[src/rtl/seq_divider_pkg.sv]
// ============================================================================
//  Module      : seq_divider_pkg
//  Description : Shared constants and state encoding for the sequential
//                divider. The default width is also used by the multiplier
//                array in the same arithmetic datapath.
//  Revision    : 1.0  initial release
// ============================================================================
`default_nettype none

package seq_divider_pkg;

  // Default operand width shared with the multiplier array.
  localparam int DEFAULT_N = 8;

  // Controller state encoding.
  typedef enum logic [1:0] {
    ST_IDLE = 2'd0,
    ST_RUN  = 2'd1,
    ST_DONE = 2'd2
  } state_t;

  // Iteration counter width. It must hold N-1, and it must be at least 1 bit.
  function automatic int cnt_width(input int n);
    return (n > 2) ? $clog2(n) : 1;
  endfunction

endpackage : seq_divider_pkg

`default_nettype wire

[src/rtl/seq_divider_if.sv]
// ============================================================================
//  Module      : seq_divider_if
//  Description : Request/result bundle for the sequential divider.
//                The master drives the request. The slave returns the results.
//  Revision    : 1.0  initial release
// ============================================================================
`default_nettype none

interface seq_divider_if #(
  parameter int N = seq_divider_pkg::DEFAULT_N
);

  logic         start;
  logic [N-1:0] dividend;
  logic [N-1:0] divisor;
  logic         ready;
  logic         done;
  logic [N-1:0] quotient;
  logic [N-1:0] remainder;
  logic         div_by_zero;

  modport master (
    output start, dividend, divisor,
    input  ready, done, quotient, remainder, div_by_zero
  );

  modport slave (
    input  start, dividend, divisor,
    output ready, done, quotient, remainder, div_by_zero
  );

endinterface : seq_divider_if

`default_nettype wire

[src/rtl/seq_divider_sub_row.sv]
// ============================================================================
//  Module      : nbit_sub_row
//  Description : Combinational W-bit ripple subtractor. It is built from
//                one-bit full-subtract cells and has the same structure as an
//                adder row of the multiplier array.
//  Revision    : 1.0  initial release
// ============================================================================
`default_nettype none

module nbit_sub_row #(
  parameter int W = 9
) (
  input  wire logic [W-1:0] minuend_i,
  input  wire logic [W-1:0] subtrahend_i,
  output logic      [W-1:0] diff_o,
  output logic              borrow_o
);

  // borrow chain: w_brw[i] is the borrow into cell i.
  logic [W:0] w_brw;

  assign w_brw[0] = 1'b0;

  for (genvar i = 0; i < W; i++) begin : g_cell
    logic w_a;
    logic w_b;

    assign w_a         = minuend_i[i];
    assign w_b         = subtrahend_i[i];
    assign diff_o[i]   = w_a ^ w_b ^ w_brw[i];
    assign w_brw[i+1]  = (~w_a & w_b) | (~(w_a ^ w_b) & w_brw[i]);
  end

  // A borrow out of the top cell means minuend < subtrahend.
  assign borrow_o = w_brw[W];

endmodule : nbit_sub_row

`default_nettype wire

[src/rtl/seq_divider.sv]
// ============================================================================
//  Module      : seq_divider
//  Description : Sequential unsigned N-bit restoring divider. It produces one
//                quotient bit per clock by shift-and-trial-subtract, and it
//                reuses a single subtract row for every iteration.
//  Revision    : 1.0  initial release
// ============================================================================
`default_nettype none

module seq_divider
  import seq_divider_pkg::*;
#(
  parameter int N = DEFAULT_N
) (
  input  wire logic   clk,
  input  wire logic   rst,
  seq_divider_if.slave bus
);

  localparam int CW = cnt_width(N);

  state_t          state_q,  state_d;
  logic [N-1:0]    q_q,      q_d;      // dividend shift reg / quotient build
  logic [N:0]      r_q,      r_d;      // partial remainder
  logic [N-1:0]    d_q,      d_d;      // captured divisor
  logic [CW-1:0]   cnt_q,    cnt_d;
  logic [N-1:0]    quo_q,    quo_d;
  logic [N-1:0]    rem_q,    rem_d;
  logic            dbz_q,    dbz_d;
  // A divide-by-zero spends one silent cycle in DONE. This places its result
  // on the edge after acceptance.
  logic            zpend_q,  zpend_d;

  logic [N:0]      w_trial;
  logic [N:0]      w_diff;
  logic            w_borrow;
  logic [N:0]      w_r_next;
  logic [N-1:0]    w_q_next;
  logic            w_r_msb_unused;

  // Trial value: shift the next dividend bit into the partial remainder.
  assign w_trial = {r_q[N-1:0], q_q[N-1]};

  nbit_sub_row #(
    .W (N + 1)
  ) u_sub_row (
    .minuend_i    (w_trial),
    .subtrahend_i ({1'b0, d_q}),
    .diff_o       (w_diff),
    .borrow_o     (w_borrow)
  );

  // The restoring step keeps the trial value when the subtract borrows.
  assign w_r_next = w_borrow ? w_trial : w_diff;
  assign w_q_next = {q_q[N-2:0], ~w_borrow};

  // The top bit of R is always zero at the end of an iteration, because
  // R < D < 2^N. The shift therefore drops it.
  assign w_r_msb_unused = r_q[N];

  // Next-state and datapath update for each controller state.
  always_comb begin
    state_d = state_q;
    q_d     = q_q;
    r_d     = r_q;
    d_d     = d_q;
    cnt_d   = cnt_q;
    quo_d   = quo_q;
    rem_d   = rem_q;
    dbz_d   = dbz_q;
    zpend_d = zpend_q;

    case (state_q)
      ST_IDLE: begin
        if (bus.start) begin
          q_d = bus.dividend;
          if (bus.divisor != '0) begin
            state_d = ST_RUN;
            d_d     = bus.divisor;
            r_d     = '0;
            cnt_d   = CW'(N - 1);
          end else begin
            state_d = ST_DONE;
            zpend_d = 1'b1;
          end
        end
      end

      ST_RUN: begin
        q_d = w_q_next;
        r_d = w_r_next;
        if (cnt_q == '0) begin
          state_d = ST_DONE;
          quo_d   = w_q_next;
          rem_d   = w_r_next[N-1:0];
          dbz_d   = 1'b0;
        end else begin
          cnt_d = cnt_q - CW'(1);
        end
      end

      ST_DONE: begin
        if (zpend_q) begin
          // The divisor was zero. Publish the saturated quotient and keep the
          // dividend as the remainder.
          zpend_d = 1'b0;
          quo_d   = '1;
          rem_d   = q_q;
          dbz_d   = 1'b1;
        end else begin
          state_d = ST_IDLE;
        end
      end

      default: state_d = ST_IDLE;
    endcase
  end

  // State and datapath registers. rst overrides every other input.
  always_ff @(posedge clk) begin
    if (rst) begin
      state_q <= ST_IDLE;
      q_q     <= '0;
      r_q     <= '0;
      d_q     <= '0;
      cnt_q   <= '0;
      quo_q   <= '0;
      rem_q   <= '0;
      dbz_q   <= 1'b0;
      zpend_q <= 1'b0;
    end else begin
      state_q <= state_d;
      q_q     <= q_d;
      r_q     <= r_d;
      d_q     <= d_d;
      cnt_q   <= cnt_d;
      quo_q   <= quo_d;
      rem_q   <= rem_d;
      dbz_q   <= dbz_d;
      zpend_q <= zpend_d;
    end
  end

  assign bus.ready       = (state_q == ST_IDLE);
  assign bus.done        = (state_q == ST_DONE) && !zpend_q;
  assign bus.quotient    = quo_q;
  assign bus.remainder   = rem_q;
  assign bus.div_by_zero = dbz_q;

endmodule : seq_divider

`default_nettype wire

[src/flat_wrapper.sv]
// flat-port wrapper written by rule: the top's interface ports become plain ports
module seq_divider_flat import seq_divider_pkg::*;
#(
  parameter int N = DEFAULT_N
)
  (clk, rst, bus_start, bus_dividend, bus_divisor, bus_ready, bus_done, bus_quotient, bus_remainder, bus_div_by_zero);
  seq_divider_if #(.N(N)) bus_i ();
  input  wire logic clk;
  input  wire logic rst;
  input wire logic [$bits(bus_i.start)-1:0] bus_start;
  input wire logic [$bits(bus_i.dividend)-1:0] bus_dividend;
  input wire logic [$bits(bus_i.divisor)-1:0] bus_divisor;
  output wire logic [$bits(bus_i.ready)-1:0] bus_ready;
  output wire logic [$bits(bus_i.done)-1:0] bus_done;
  output wire logic [$bits(bus_i.quotient)-1:0] bus_quotient;
  output wire logic [$bits(bus_i.remainder)-1:0] bus_remainder;
  output wire logic [$bits(bus_i.div_by_zero)-1:0] bus_div_by_zero;
  assign bus_i.start = bus_start;
  assign bus_i.dividend = bus_dividend;
  assign bus_i.divisor = bus_divisor;
  assign bus_ready = bus_i.ready;
  assign bus_done = bus_i.done;
  assign bus_quotient = bus_i.quotient;
  assign bus_remainder = bus_i.remainder;
  assign bus_div_by_zero = bus_i.div_by_zero;
  seq_divider #(.N(N)) u_core (.clk(clk), .rst(rst), .bus(bus_i));
endmodule
[config.mk]
export PLATFORM = sky130hd
export DESIGN_NAME = seq_divider_flat
export DESIGN_NICKNAME = d
export VERILOG_FILES = /design/src/rtl/seq_divider_pkg.sv /design/src/rtl/seq_divider_if.sv /design/src/rtl/seq_divider_sub_row.sv /design/src/rtl/seq_divider.sv /design/src/flat_wrapper.sv
export SDC_FILE = /design/constraint.sdc
export NUM_CORES = 1
export LEC_CHECK = 0
export BUFFER_PORTS_ARGS = -buffer_cell sky130_fd_sc_hd__buf_4
export CAP_MARGIN = 40
export CORE_MARGIN = 2
export CORE_UTILIZATION = 59
export DETAILED_ROUTE_END_ITERATION = 16
export PLACE_DENSITY = 0.83
export SYNTH_ARGS = -nofsm -noshare
export SYNTH_HDL_FRONTEND = slang
export SYNTH_HIERARCHICAL = 1
export SYNTH_SLANG_ARGS = --single-unit
[constraint.sdc]
create_clock -name clk -period 9.24 [get_ports clk]
set_input_delay 1.848 -clock clk [delete_from_list [all_inputs] [get_ports clk]]
set_output_delay 1.848 -clock clk [all_outputs]
set_load 0.1 [all_outputs]
# Word-level counts from Yosys, hierarchy flattened
# Index checks and enable logic that the tools add are counted.
# word_totals
elab_cells,116
ff_bits,47
in_bits,19
out_inout_bits,19
# classes
n_reduce_logical,15
bitwise,55
addsub,1
eq_ne,9
mux,27
# op_table
cell,count
8-bit two-way mux,8
8-bit one-hot mux with 2 select lines,4
1-bit inverter,17
1-bit bitwise AND,16
3-bit AND reduction,5
1-bit XOR,15
3-bit two-way mux,3
2-bit two-way mux,4
"2-bit != test, second input constant",4
8-bit nonzero test,1
1-bit bitwise OR,7
"2-bit by 1-bit != test with 1-bit output, second input constant",3
2-bit one-hot mux with 3 select lines,1
3-bit one-hot mux with 2 select lines,1
2-bit nonzero test,3
1-bit two-way mux,4
1-bit one-hot mux with 2 select lines,2
4-bit AND reduction,1
3-bit zero test,1
"3-bit by 1-bit subtractor with 3-bit output, second input constant",1
"2-bit by 1-bit == test with 1-bit output, second input constant",1
"2-bit == test, second input constant",1
2-bit zero test,1
2-bit AND reduction,1
2 further kinds,2

# Longest topological paths before layout
# logic_depth
ltp_word,20
depth_mapped,19
mapped_depth_nobuf,18

# Hierarchy
# Netlist, hierarchy kept.
# by_module_without_submodules
mod,cells_each,n_inst,area_each_um2
seq_divider,207,1,1938.1
nbit_sub_row,29,1,247.7

# Worst setup path before layout
# No wires, ideal clock.
# synth_path
path_kind,register to output
startpoint,register u_core.state_q[1]
endpoint,output port bus_done
setup_slack_ps,4989
arrival_time_ps,2403
n_path_buf,3
stages_incl_launch_ff,6
path_cell_list,dfxtp_1 > buf_2 > nor2b_1 > buf_2 > buf_1 > nor2b_1
# synth_via
elab_chain_len,2
# synth_rtl
item,line,text
from (decl),seq_divider.sv:22,"state_t state_q, state_d;"
from (signal assigned),seq_divider.sv:132,state_q <= state_d;
2-bit == test,seq_divider.sv:145,assign bus.done = (state_q == ST_DONE) && !zpend_q;
1-bit logical AND,seq_divider.sv:145,
to (decl),flat_wrapper.sv:14,output wire logic [$bits(bus_i.done)-1:0] bus_done;
# No other way between the ends.

# Worst setup path in the final report
# layout_path
startpoint,register u_core.q_q[7]
endpoint,"register u_core.rem_q[6], in the netlist u_core/bus.remainder[6]"
# layout_via
elab_chain_len,20
elab_cells_between_ends,21
# layout_rtl
item,line,text
from (decl),seq_divider.sv:23,"logic [N-1:0] q_q, q_d;"
from (signal assigned),seq_divider.sv:133,q_q <= q_d;
1-bit inverter,seq_divider_sub_row.sv:31,assign w_brw[i+1] = (~w_a & w_b) | (~(w_a ^ w_b) & w_brw[i]);
1-bit bitwise AND (2 in a row),seq_divider_sub_row.sv:31,
1-bit bitwise OR,seq_divider_sub_row.sv:31,
1-bit bitwise AND,seq_divider_sub_row.sv:31,
1-bit bitwise OR,seq_divider_sub_row.sv:31,
1-bit bitwise AND,seq_divider_sub_row.sv:31,
1-bit bitwise OR,seq_divider_sub_row.sv:31,
1-bit bitwise AND,seq_divider_sub_row.sv:31,
[4 not listed],-,
1-bit bitwise OR,seq_divider_sub_row.sv:31,
1-bit bitwise AND,seq_divider_sub_row.sv:31,
1-bit bitwise OR,seq_divider_sub_row.sv:31,
1-bit bitwise AND,seq_divider_sub_row.sv:31,
net u_core.w_borrow,seq_divider.sv:36,logic w_borrow;
8-bit two-way mux,seq_divider.sv:54,assign w_r_next = w_borrow ? w_trial : w_diff;
8-bit two-way mux,seq_divider.sv:92,if (cnt_q == '0) begin
8-bit one-hot mux with 2 select lines,seq_divider.sv:73,case (state_q)
to (signal assigned),seq_divider.sv:138,rem_q <= rem_d;
to (decl),seq_divider.sv:28,"logic [N-1:0] rem_q, rem_d;"
# The timed path passes the listed nets, and every way through them passes these cells. The select of a mux whose other input is x is not followed.
# A chain may end at the register's enable or synchronous reset.

==> flow_results.xml <==
<?xml version="1.0" encoding="UTF-8"?>
<metrics>
  <group name="outcome">
    <metric name="run_status" unit="">complete, no violations</metric>
  </group>
  <group name="timing">
    <metric name="final_min_period_over_clock_period" unit="%">47.6</metric>
    <metric name="fin_hold_ws" unit="ns">0.464</metric>
    <metric name="timing_hold_violations_final" unit="">0</metric>
    <metric name="max_slew.worst_pin.slew" unit="ns">0.704</metric>
    <metric name="worst_slack" unit="ns">4.84</metric>
    <metric name="rsz_0062_raised_after_global_routing" unit="">no</metric>
    <metric name="final_max_slew_viol_count" unit="">0</metric>
    <metric name="max-slew-margin-rel" unit="%">53.1</metric>
    <metric name="clock-skew-final" unit="ns">0.00995</metric>
    <metric name="setup_viol_count_final" unit="">0</metric>
    <metric name="clock_period_minus_final_worst_setup_slack" unit="ns">4.40</metric>
    <metric name="fin_tns_setup" unit="ns">0</metric>
    <metric name="max_freq" unit="MHz">227</metric>
  </group>
  <group name="floorplanning">
    <metric name="chipHeight" unit="um">64.9</metric>
    <metric name="fp.dieW" unit="um">64.9</metric>
    <metric name="core_area" unit="um^2">3610</metric>
    <metric name="die_area" unit="um^2">4210</metric>
    <metric name="rows" unit="">22</metric>
    <metric name="boundaryPins" unit="">38</metric>
    <metric name="initial_core_util" unit="%">60.6</metric>
  </group>
  <group name="global_route">
    <metric name="pin_count_of_the_biggest_net_entering_global_routing" unit="">26</metric>
    <metric name="first_global_vias" unit="">1640</metric>
    <metric name="grt_first_pass_wirelength" unit="um">7790</metric>
    <metric name="grt.overflow.total" unit="">0</metric>
    <metric name="grt_antenna_before_repair" unit="">0</metric>
    <metric name="grtUsageTotal" unit="%">24.1</metric>
  </group>
  <group name="power_and_ir_drop">
    <metric name="ir_worst_vdd" unit="mV">0.116</metric>
    <metric name="p_leak" unit="nW">1.16</metric>
    <metric name="power.total" unit="mW">0.535</metric>
    <metric name="pwr_density_cell" unit="nW/um^2">209</metric>
  </group>
  <group name="synthesis">
    <metric name="synth.largest_area_cell" unit="">sky130_fd_sc_hd__dfxtp_1</metric>
    <metric name="synth.top_cells.by_area" unit="">sky130_fd_sc_hd__dfxtp_1, sky130_fd_sc_hd__fa_1, sky130_fd_sc_hd__mux2i_1</metric>
    <metric name="synthDistinctLibCells" unit="">34</metric>
    <metric name="syn-mean-instance-area" unit="um^2">9.26</metric>
    <metric name="synth_area" unit="um^2">2190</metric>
    <metric name="synth_seq_area_share" unit="%">43.0</metric>
    <metric name="postSynthRegisterBits" unit="">47</metric>
    <metric name="async_reset_ff_share" unit="%">0</metric>
    <metric name="synthesis.instances" unit="">236</metric>
    <metric name="yosys_warnings" unit="">6</metric>
    <metric name="synth.top_cell.area_share" unit="%">43.0</metric>
    <metric name="postSynth.topFlopCell" unit="">sky130_fd_sc_hd__dfxtp_1</metric>
    <metric name="post_synth_edffs" unit="">0</metric>
    <metric name="number_of_nets_in_the_synthesized_netlist" unit="">266</metric>
  </group>
  <group name="clocking">
    <metric name="cts_inserted_buffers" unit="">5</metric>
    <metric name="postCtsSetupRepairBufs" unit="">0</metric>
    <metric name="clock_latency_of_the_later_clocked_register_in_the_worst_skew_pair" unit="ns">0.31</metric>
    <metric name="cts_root_buf" unit="">sky130_fd_sc_hd__clkbuf_8</metric>
    <metric name="post_cts.resized_instances" unit="">0</metric>
    <metric name="holdBufCountCts" unit="">0</metric>
    <metric name="clkSlewWorstSetupHoldPaths" unit="ns">0.09</metric>
    <metric name="clock_tree.buffer_depth" unit="">2</metric>
    <metric name="cts_num_sinks" unit="">47</metric>
    <metric name="cts_tree" unit="">done</metric>
    <metric name="cts-htree-levels" unit="">2</metric>
  </group>
  <group name="routing">
    <metric name="viasPerCell" unit="">5.74</metric>
    <metric name="wl_per_cell" unit="um">14.9</metric>
    <metric name="wirelength" unit="um">4700</metric>
    <metric name="drtPass1Iterations" unit="">5</metric>
    <metric name="drc" unit="">0</metric>
    <metric name="vias" unit="">1813</metric>
    <metric name="post_detailed_route_count_of_antenna_violating_nets" unit="">0</metric>
    <metric name="detail_route.iter0.violations" unit="">204</metric>
  </group>
  <group name="placed_design">
    <metric name="gpl.final_weighted_congestion" unit="">0.838</metric>
    <metric name="dp.cells" unit="">308</metric>
    <metric name="detailed_place_hpwl" unit="um">3390</metric>
    <metric name="dpl_cell_area" unit="um^2">2470</metric>
    <metric name="placement.setup.worst_slack" unit="ns">4.89</metric>
    <metric name="port_buffers" unit="">37</metric>
  </group>
  <group name="finish">
    <metric name="layout-drive-gt1-share" unit="%">21.6</metric>
    <metric name="area.growth.synth_to_final" unit="%">17.4</metric>
    <metric name="insertedDiodeCount" unit="">0</metric>
    <metric name="post_layout_nonfiller_instances" unit="">316</metric>
    <metric name="mostFrequentLayoutCell" unit="">sky130_fd_sc_hd__dfxtp_1</metric>
    <metric name="nets" unit="">297</metric>
    <metric name="mostFrequentLayoutCells" unit="">sky130_fd_sc_hd__dfxtp_1, sky130_fd_sc_hd__buf_4, sky130_fd_sc_hd__nor2_1, sky130_fd_sc_hd__inv_1, sky130_fd_sc_hd__mux2i_1</metric>
    <metric name="finished_core_util" unit="%">71.2</metric>
    <metric name="n_fill_cell" unit="">290</metric>
    <metric name="final_area" unit="um^2">2570</metric>
  </group>
  <group name="worst_setup_path">
    <metric name="worstSetupEndpointType" unit="">register</metric>
    <metric name="worst_setup_path_start_kind" unit="">register</metric>
    <metric name="r2r.worst_path.cells" unit="">18</metric>
    <metric name="required" unit="ns">9.41</metric>
    <metric name="critical_path_arrival" unit="ns">4.57</metric>
    <metric name="path_max_fanout" unit="">10</metric>
    <metric name="r2r_setup_slack" unit="ns">4.84</metric>
    <metric name="critPathKind" unit="">register to register</metric>
  </group>
  <group name="hold_path">
    <metric name="hp-class" unit="">register to register</metric>
    <metric name="hold_depth" unit="">2</metric>
  </group>
  <group name="job">
    <metric name="maxCapViolations" unit="">0</metric>
  </group>
</metrics>
## registers in the layout, indices dropped and copies added, names as in the netlist
name                    count
u_core/bus.quotient         8
u_core/bus.remainder        8
u_core/d_q                  8
u_core/q_q                  8
u_core/r_q                  8
u_core/cnt_q                3
u_core/state_q              2
u_core/bus.div_by_zero      1
u_core/zpend_q              1
## cells in the mapped netlist (2+ instances only)
cell	instances
sky130_fd_sc_hd__a211oi_1	9
sky130_fd_sc_hd__a22oi_1	8
sky130_fd_sc_hd__or4_4	2
sky130_fd_sc_hd__nor2_1	35
sky130_fd_sc_hd__o22ai_1	8
sky130_fd_sc_hd__fa_1	8
sky130_fd_sc_hd__inv_1	26
sky130_fd_sc_hd__o32ai_1	2
sky130_fd_sc_hd__ha_1	3
sky130_fd_sc_hd__clkbuf_1	5
sky130_fd_sc_hd__o2bb2ai_1	8
sky130_fd_sc_hd__nand2_1	12
sky130_fd_sc_hd__mux2i_1	15
sky130_fd_sc_hd__a21oi_1	13
sky130_fd_sc_hd__nand2b_1	2
sky130_fd_sc_hd__nor2b_1	2
sky130_fd_sc_hd__o221a_2	7
sky130_fd_sc_hd__buf_2	8
sky130_fd_sc_hd__dfxtp_1	47
sky130_fd_sc_hd__buf_1	2
## worst max-delay path, stage by stage, from the launching register on
cell and delay, ns:
sky130_fd_sc_hd__dfxtp_1 0.38, sky130_fd_sc_hd__inv_1 0.06, sky130_fd_sc_hd__ha_1 0.20, sky130_fd_sc_hd__inv_1 0.07, sky130_fd_sc_hd__fa_1 0.18, sky130_fd_sc_hd__inv_1 0.06
sky130_fd_sc_hd__fa_1 0.37, sky130_fd_sc_hd__fa_1 0.39, sky130_fd_sc_hd__fa_1 0.39, sky130_fd_sc_hd__fa_1 0.39, sky130_fd_sc_hd__fa_1 0.39, sky130_fd_sc_hd__fa_1 0.36
sky130_fd_sc_hd__inv_1 0.07, sky130_fd_sc_hd__fa_1 0.16, sky130_fd_sc_hd__inv_1 0.21, sky130_fd_sc_hd__mux2i_1 0.30, sky130_fd_sc_hd__nor2_1 0.07, sky130_fd_sc_hd__a21oi_1 0.12
sky130_fd_sc_hd__o22ai_1 0.09
## logic make-up after synthesis
group,Yosys count,synth area share [%]
AND/OR/NAND/NOR,60,12.9
other,1,0.172
flip-flops,47,43.0
AO/OA/AOI/OAI,60,20.3
buffers and inverters,42,7.67
multiplexers,15,6.87
adder cells (fa/ha/maj),11,9.04
## report_power, final
| group | switching (mW) | internal [mW] |
|---|---|---|
| sequential | 0.0160 | 0.221 |
| clock | 0.0726 | 0.0541 |
| combinational | 0.115 | 0.0562 |
| total | 0.203 | 0.332 |
## metal layers
| layer | track usage [%] | vias up | part of all wire, % |
|---|---|---|---|
| li1 | - | 880 | - |
| met1 | 31.7 | 857 | 44 |
| met2 | 37.9 | 67 | 47 |
| met3 | 4.51 | 9 | 6.3 |
| met4 | 12.2 | 0 | 1.9 |
| met5 | 0 | - | 0 |
## path summary, 6_finish.rpt
kind / from / endpoint
max: u_core/q_q[7] / u_core/bus.remainder[6]
max reg2reg: u_core/q_q[7] / u_core/bus.remainder[6]
min reg2reg: u_core/bus.div_by_zero / u_core/bus.div_by_zero
min: u_core/bus.div_by_zero / u_core/bus.div_by_zero
## final cells by class
| type | count | area, um^2 | share of cell area [%] |
|---|---|---|---|
| Tap cell | 48 | 60.1 | 2.34 |
| Sequential cell | 47 | 941 | 36.7 |
| Timing Repair Buffer | 39 | 293 | 11.4 |
| Clock inverter | 3 | 25.0 | 0.975 |
| Multi-Input combinational cell | 147 | 1080 | 42.0 |
| Inverter | 27 | 101 | 3.95 |
| Clock buffer | 5 | 68.8 | 2.68 |
(Power assumes the default switching activity.)
